`src/rtl/cga_pkg.sv`:
```
// Shared types and constants for the CGA text-mode pixel pipeline.
package cga_pkg;
  localparam int CHAR_W  = 8;
  localparam int FONT_AW = 11;

  typedef logic [3:0] irgb_t;

  typedef enum logic [1:0] {
    IDLE    = 2'd0,
    RD_CHAR = 2'd1,
    RD_ATTR = 2'd2,
    LATCH   = 2'd3
  } fetch_state_e;
endpackage

```
`src/rtl/cga_pix_shifter.sv`:
```
// 8-bit MSB-first pixel shifter; hres_40_i halves the shift rate.
// msb_o/done_o describe the state after the coming edge so the caller can register pixels with no extra delay.
module cga_pix_shifter
  import cga_pkg::*;
(
  input  logic              clk,
  input  logic              rst_n,
  input  logic              load_i,
  input  logic              hres_40_i,
  input  logic [CHAR_W-1:0] data_i,
  output logic              msb_o,
  output logic              done_o
);
  logic [CHAR_W-1:0] sr_q, sr_d;
  logic [3:0]        cnt_q, cnt_d;
  logic              ph_q, ph_d;

  always_comb begin
    sr_d  = sr_q;
    cnt_d = cnt_q;
    ph_d  = ph_q;
    if (load_i) begin
      sr_d  = data_i;
      cnt_d = '0;
      ph_d  = 1'b0;
    end else if (cnt_q != 4'(CHAR_W)) begin
      if (hres_40_i && !ph_q) begin
        ph_d = 1'b1;
      end else begin
        sr_d  = {sr_q[CHAR_W-2:0], 1'b0};
        cnt_d = cnt_q + 4'd1;
        ph_d  = 1'b0;
      end
    end
  end

  // Count starts exhausted so nothing is drawn before the first load.
  always_ff @(posedge clk or negedge rst_n) begin
    if (!rst_n) begin
      sr_q  <= '0;
      cnt_q <= 4'(CHAR_W);
      ph_q  <= 1'b0;
    end else begin
      sr_q  <= sr_d;
      cnt_q <= cnt_d;
      ph_q  <= ph_d;
    end
  end

  assign msb_o  = sr_d[CHAR_W-1];
  assign done_o = (cnt_d == 4'(CHAR_W));
endmodule

```
`src/rtl/cga_text_serializer.sv`:
```
// CGA text pipeline: VRAM char/attr fetch, font lookup, IRGB pixel serialization.
// Optional macro CGA_TEXT_BLINK_EN turns attr[7] into blink enable driven by a vsync frame counter.
module cga_text_serializer
  import cga_pkg::*;
#(
  parameter int FONT_ROWS = 8,
  parameter int VRAM_AW   = 15
) (
  input  logic               clk,
  input  logic               rst_n,
  input  logic               divclk,
  input  logic               hres_40,
  input  logic [13:0]        mem_addr,
  input  logic [4:0]         row_addr,
  input  logic               display_enable,
  input  logic               cursor,
  input  logic               vsync,
  output logic [VRAM_AW-1:0] vram_addr,
  output logic               vram_rd,
  input  logic [7:0]         vram_data,
  output logic [FONT_AW-1:0] font_addr,
  input  logic [7:0]         font_data,
  output logic [3:0]         pix,
  output logic               de_out,
  output logic [1:0]         fetch_state
);
  localparam int ROW_BITS = $clog2(FONT_ROWS);

  fetch_state_e        state_q;
  logic [13:0]         s1_ma_q;
  logic [ROW_BITS-1:0] s1_row_q;
  logic                s1_de_q, s1_cur_q;
  logic [VRAM_AW-1:0]  vram_addr_q;
  logic                vram_rd_q;
  logic [FONT_AW-1:0]  font_q, font_rd;
  logic [7:0]          s2_attr_q, s2_glyph_q;
  logic                s2_de_q, s2_cur_q;
  logic                unused_row;

  assign unused_row = ^row_addr;
  assign font_rd    = FONT_AW'({vram_data, s1_row_q});

  // A strobe always wins: an unfinished fetch is dropped and stage 2 keeps its old contents.
  always_ff @(posedge clk or negedge rst_n) begin
    if (!rst_n) begin
      state_q     <= IDLE;
      s1_ma_q     <= '0;
      s1_row_q    <= '0;
      s1_de_q     <= 1'b0;
      s1_cur_q    <= 1'b0;
      vram_addr_q <= '0;
      vram_rd_q   <= 1'b0;
      font_q      <= '0;
      s2_attr_q   <= '0;
      s2_glyph_q  <= '0;
      s2_de_q     <= 1'b0;
      s2_cur_q    <= 1'b0;
    end else if (divclk) begin
      state_q     <= RD_CHAR;
      s1_ma_q     <= mem_addr;
      s1_row_q    <= row_addr[ROW_BITS-1:0];
      s1_de_q     <= display_enable;
      s1_cur_q    <= cursor;
      vram_addr_q <= VRAM_AW'({mem_addr, 1'b0});
      vram_rd_q   <= 1'b1;
    end else begin
      case (state_q)
        RD_CHAR: begin
          state_q     <= RD_ATTR;
          vram_addr_q <= VRAM_AW'({s1_ma_q, 1'b1});
        end
        RD_ATTR: begin
          state_q   <= LATCH;
          font_q    <= font_rd;
          vram_rd_q <= 1'b0;
        end
        LATCH: begin
          state_q    <= IDLE;
          s2_attr_q  <= vram_data;
          s2_glyph_q <= font_data;
          s2_de_q    <= s1_de_q;
          s2_cur_q   <= s1_cur_q;
        end
        default: state_q <= IDLE;
      endcase
    end
  end

  // Char byte goes straight to the font ROM so the glyph row is ready alongside the attribute.
  assign font_addr   = (state_q == RD_ATTR) ? font_rd : font_q;
  assign vram_addr   = vram_addr_q;
  assign vram_rd     = vram_rd_q;
  assign fetch_state = state_q;

  logic       shift_msb, shift_done;
  logic [7:0] px_attr_q, px_attr_d;
  logic       px_de_q, px_de_d, px_cur_q, px_cur_d;
  logic       blink_on, fg_sel;
  irgb_t      fg, bg, pix_q, pix_d;
  logic       de_q, de_d;

  cga_pix_shifter u_shifter (
    .clk       (clk),
    .rst_n     (rst_n),
    .load_i    (divclk),
    .hres_40_i (hres_40),
    .data_i    (s2_glyph_q),
    .msb_o     (shift_msb),
    .done_o    (shift_done)
  );

  always_comb begin
    px_attr_d = px_attr_q;
    px_de_d   = px_de_q;
    px_cur_d  = px_cur_q;
    if (divclk) begin
      px_attr_d = s2_attr_q;
      px_de_d   = s2_de_q;
      px_cur_d  = s2_cur_q;
    end
  end

`ifdef CGA_TEXT_BLINK_EN
  logic       vsync_q;
  logic [4:0] frame_q;

  always_ff @(posedge clk or negedge rst_n) begin
    if (!rst_n) begin
      vsync_q <= 1'b0;
      frame_q <= '0;
    end else begin
      vsync_q <= vsync;
      if (vsync && !vsync_q) frame_q <= frame_q + 5'd1;
    end
  end

  assign blink_on = px_attr_d[7] & frame_q[4];
  assign bg       = {1'b0, px_attr_d[6:4]};
`else
  logic unused_vsync;
  assign unused_vsync = vsync;
  assign blink_on     = 1'b0;
  assign bg           = px_attr_d[7:4];
`endif

  // Cursor forces foreground and is never blinked.
  assign fg     = px_attr_d[3:0];
  assign fg_sel = (shift_msb & ~blink_on) | px_cur_d;
  assign de_d   = px_de_d & ~shift_done;
  assign pix_d  = de_d ? (fg_sel ? fg : bg) : irgb_t'(0);

  always_ff @(posedge clk or negedge rst_n) begin
    if (!rst_n) begin
      px_attr_q <= '0;
      px_de_q   <= 1'b0;
      px_cur_q  <= 1'b0;
      pix_q     <= '0;
      de_q      <= 1'b0;
    end else begin
      px_attr_q <= px_attr_d;
      px_de_q   <= px_de_d;
      px_cur_q  <= px_cur_d;
      pix_q     <= pix_d;
      de_q      <= de_d;
    end
  end

  assign pix    = pix_q;
  assign de_out = de_q;
endmodule

```
`config.mk`:
```
export PLATFORM = sky130hd
export DESIGN_NAME = cga_text_serializer
export DESIGN_NICKNAME = d
export VERILOG_FILES = /design/src/rtl/cga_pkg.sv /design/src/rtl/cga_pix_shifter.sv /design/src/rtl/cga_text_serializer.sv
export SDC_FILE = /design/constraint.sdc
export NUM_CORES = 1
export LEC_CHECK = 0
export CAP_MARGIN = 20
export CORE_MARGIN = 4
export CORE_UTILIZATION = 60
export CTS_CLUSTER_DIAMETER = 50
export DETAILED_ROUTE_END_ITERATION = 8
export DONT_BUFFER_PORTS = 1
export PLACE_DENSITY = 0.82
export SYNTH_ARGS = -nofsm -noshare
export SYNTH_HDL_FRONTEND = slang
export SYNTH_SLANG_ARGS = --single-unit
```
`constraint.sdc`:
```
create_clock -name clk -period 3.7 [get_ports clk]
set_clock_uncertainty 0.1 [all_clocks]
set_input_delay 0.555 -clock clk [delete_from_list [all_inputs] [get_ports clk]]
set_output_delay 0.555 -clock clk [all_outputs]
set_load 0.05 [all_outputs]
```
==> metrics.yaml <==
critical_path:
  crit_chain: "ha_1, mux2_2"
  cpPeakStageDelay_ns: 0.70
  r2r_setup_slack_ns: 1.27
  cp.arrival_ns: 2.26
  critical_path_required_ns: 3.04
  cp_slowest_cell: "dfrtp_1"
  endpoint_kind: "output pin"
  crit_path_end: "font_addr[2]"
  setup.worst_path.start: "fetch_state[1]"
  worst-r2r-cell-count: 3
  r2r-end: "font_q[6]"
  critPathMaxFanout: 13
  critical_path_buf_inv_count: 0
  crit_type: "flip-flop to output pin"
  worstSetupPathDepth: 2
  cp-start-kind: "flip-flop"
  cpLargestDelayFamily: "flip-flops"
  r2r_start: "fetch_state[1]"
timing:
  layout_min_cycle_time_ns: 2.91
  worstMarginPinSlew_ns: 0.964
  finalCritPeriodShare_pct: 78.7
  hold_viol: 0
  report.final.slew_viol_count: 0
  tns_ns: 0
  maxSlewHeadroom_pct: 35.4
  setup_viol: 0
  fmax_mhz: 343
  rsz0062_at_grt: "no"
place:
  dp_hpwl_um: 4290
  gp_congestion: 0.775
  placed_area_um2: 3910
  dp_cells: 336
  io_buffers: 0
yosys:
  synth_top_flop_cell: "dfrtp_1"
  synth.most_common_cell: "dfrtp_1"
  synth_common_cells: "93 x dfrtp_1, 81 x mux2_2, 15 x nand2_1"
  synth_top_area_cell: "dfrtp_1"
  yosysWarningCount: 0
  synth_cells: 273
  synth_edf_count: 0
  ys_seq_area_share_pct: 60.6
  netlist_area_um2: 3880
  async_flop_share_pct: 100
  synth_top_area_share_pct: 59.9
  yosysUniqueCellTypes: 32
  synth_area_leaders: "dfrtp_1 60%, mux2_2 23%, mux2i_1 3.4%"
  syn_nets: 320
  ys_seq_elements: 94
  avgSynthCellArea_um2: 14.2
clocking:
  tritoncts: "yes"
  root_buffer: "clkbuf_8"
  cts_max_level: 3
  cts_resized: 0
  clkLatencyLatePin_ns: 0.35
  clkSinkCount: 94
  clkTransAtPathRegs_ns: 0.09
  cts_buffer_depth: 2
  cts-buffers-inserted: 9
global_routing:
  grt_pass1_wl_um: 10500
  antenna_found_initial: 0
  grt_pass1_vias: 2160
  grt_max_degree: 95
  grtUsageTotal_pct: 17.9
  grt.overflow.total: 0
cells_and_area:
  layout-drive-gt1-share_pct: 37.7
  n_antenna_cell: 0
  instances_no_fill: 353
  finalInstanceArea_um2: 4190
  area.growth.synth_to_final_pct: 7.86
  layout.nets: 318
power_and_ir_drop:
  clockPowerShare_pct: 25.6
  switchingPower_uw: 1130
  switching_share_pct: 35.2
  combPwrFrac_pct: 22.9
  p_leak_uw: 0.00185
  p_per_area_nw_per_um2: 770
  total_power_uw: 3230
  p_int_uw: 2090
  vdd_drop_max_v: 0.000506
  p_seq_share_pct: 51.6
floorplanning:
  ios: 76
  fp.dieW_um: 88.5
  die_y_um: 88.5
  coreArea_um2: 6310
  die_area_um2: 7820
  start_util_pct: 61.5
  num_rows: 29
route:
  drt-initial-drc-count: 106
  avgRoutedWirePerCell_um: 18.4
  drc_errors: 0
  dr.pass1.iters: 4
  vias: 2011
  wirelength_um: 6500
  ant_nets: 0
  vias_per_cell: 5.70
flow_run:
  maxCapViolations: 0
hold_path:
  hp-class: "input pin to asynchronous set/reset pin"
outcome:
  status: "completed"
==> worst min path at each step <==
stage,slack [ns],cells past startpoint,startpoint,endpoint
after global placement,0.16,0,rst_n,vram_addr[5]
final,0.004,1,rst_n,vram_addr[11]
after global routing,0.006,1,rst_n,s1_ma_q[4]
after CTS,0.02,1,rst_n,s1_ma_q[4]
after floorplan,0.16,0,rst_n,de_out
after detailed placement,0.16,0,rst_n,s1_ma_q[4]
==> cell families after synthesis <==
| family | Yosys count | synth area share, % |
|---|---|---|
| DFF | 94 | 60.6 |
| buffers and inverters | 21 | 2.61 |
| and+or+nand+nor | 39 | 4.74 |
| adders and majority gates | 5 | 1.61 |
| AOI/OAI and AO/OA | 18 | 3.09 |
| muxes | 95 | 27.1 |
| xor gates and xnor gates | 1 | 0.226 |
==> cell usage in the layout (no fill, tap or decap), types with 2 or more instances in the layout <==
cell        n
dfrtp_1    93
nand2_1    15
and3b_1     2
mux2_2     81
a21oi_1     4
clkbuf_8   10
nand3_1     2
nor2_1     10
bufinv_16   3
inv_1       7
o21ai_0     9
clkinv_4    2
nor2b_1     2
mux2i_1    13
ha_1        5
==> final cells by class <==
class                      instances  area (um2)
timing repair buffer               1        27.5
clock inverter                     6         116
tap                               77        96.3
clock buffer                      10         138
inverter                           7        26.3
sequential                        94        2350
multi-input combinational        158        1430
fill                             459        2120
==> per-layer routing <==
metal  vias to the layer above  routed length, um  GRT usage [%]
li1                        938                  -              -
met1                      1024               2710           22.0
met2                        40               3320           29.2
met3                         9                354           5.68
met4                         0                106           7.83
met5                         -                  0              0
==> timing repair <==
item                      4_1_cts  5_1_grt
hold buffers                    1        0
hold endpoints to repair       94        0
buffers inserted                0        0
==> sequential cells by signal, indices dropped and copies added (netlist names), 2 cells and up <==
| name | cells |
|---|---|
| px_attr_q | 8 |
| s2_attr_q | 8 |
| vram_addr | 15 |
| s2_glyph_q | 8 |
| s1_row_q | 3 |
| s1_ma_q | 14 |
| u_shifter.cnt_q | 4 |
| u_shifter.sr_q | 8 |
| font_q | 11 |
| pix | 4 |
| fetch_state | 2 |
==> power by group through the flow <==
stage	combinational, uW	sequential (uW)	clock [uW]
detailed placement	724	1690	0
finish	738	1660	825
floorplan	664	1630	0
global placement	695	1670	0
global route	798	1700	890
CTS	750	1670	843
==> per-stage QoR <==
stage	hold slack (ns)	utilization [%]	worst slack, ns
floorplan	0.159	-	1.40
detailed placement	0.161	61.9	1.15
CTS	0.0228	66.3	0.748
finish	0.00429	66.3	0.787
global route	0.00601	66.3	0.662
global placement	0.161	61.9	1.18
==> worst register-to-register path, cell delays in order, from the launching register on <==
cell	delay, ns
dfrtp_1	0.70
ha_1	0.66
mux2_2	0.54
mux2_2	0.31
(Power assumes the default switching activity.)
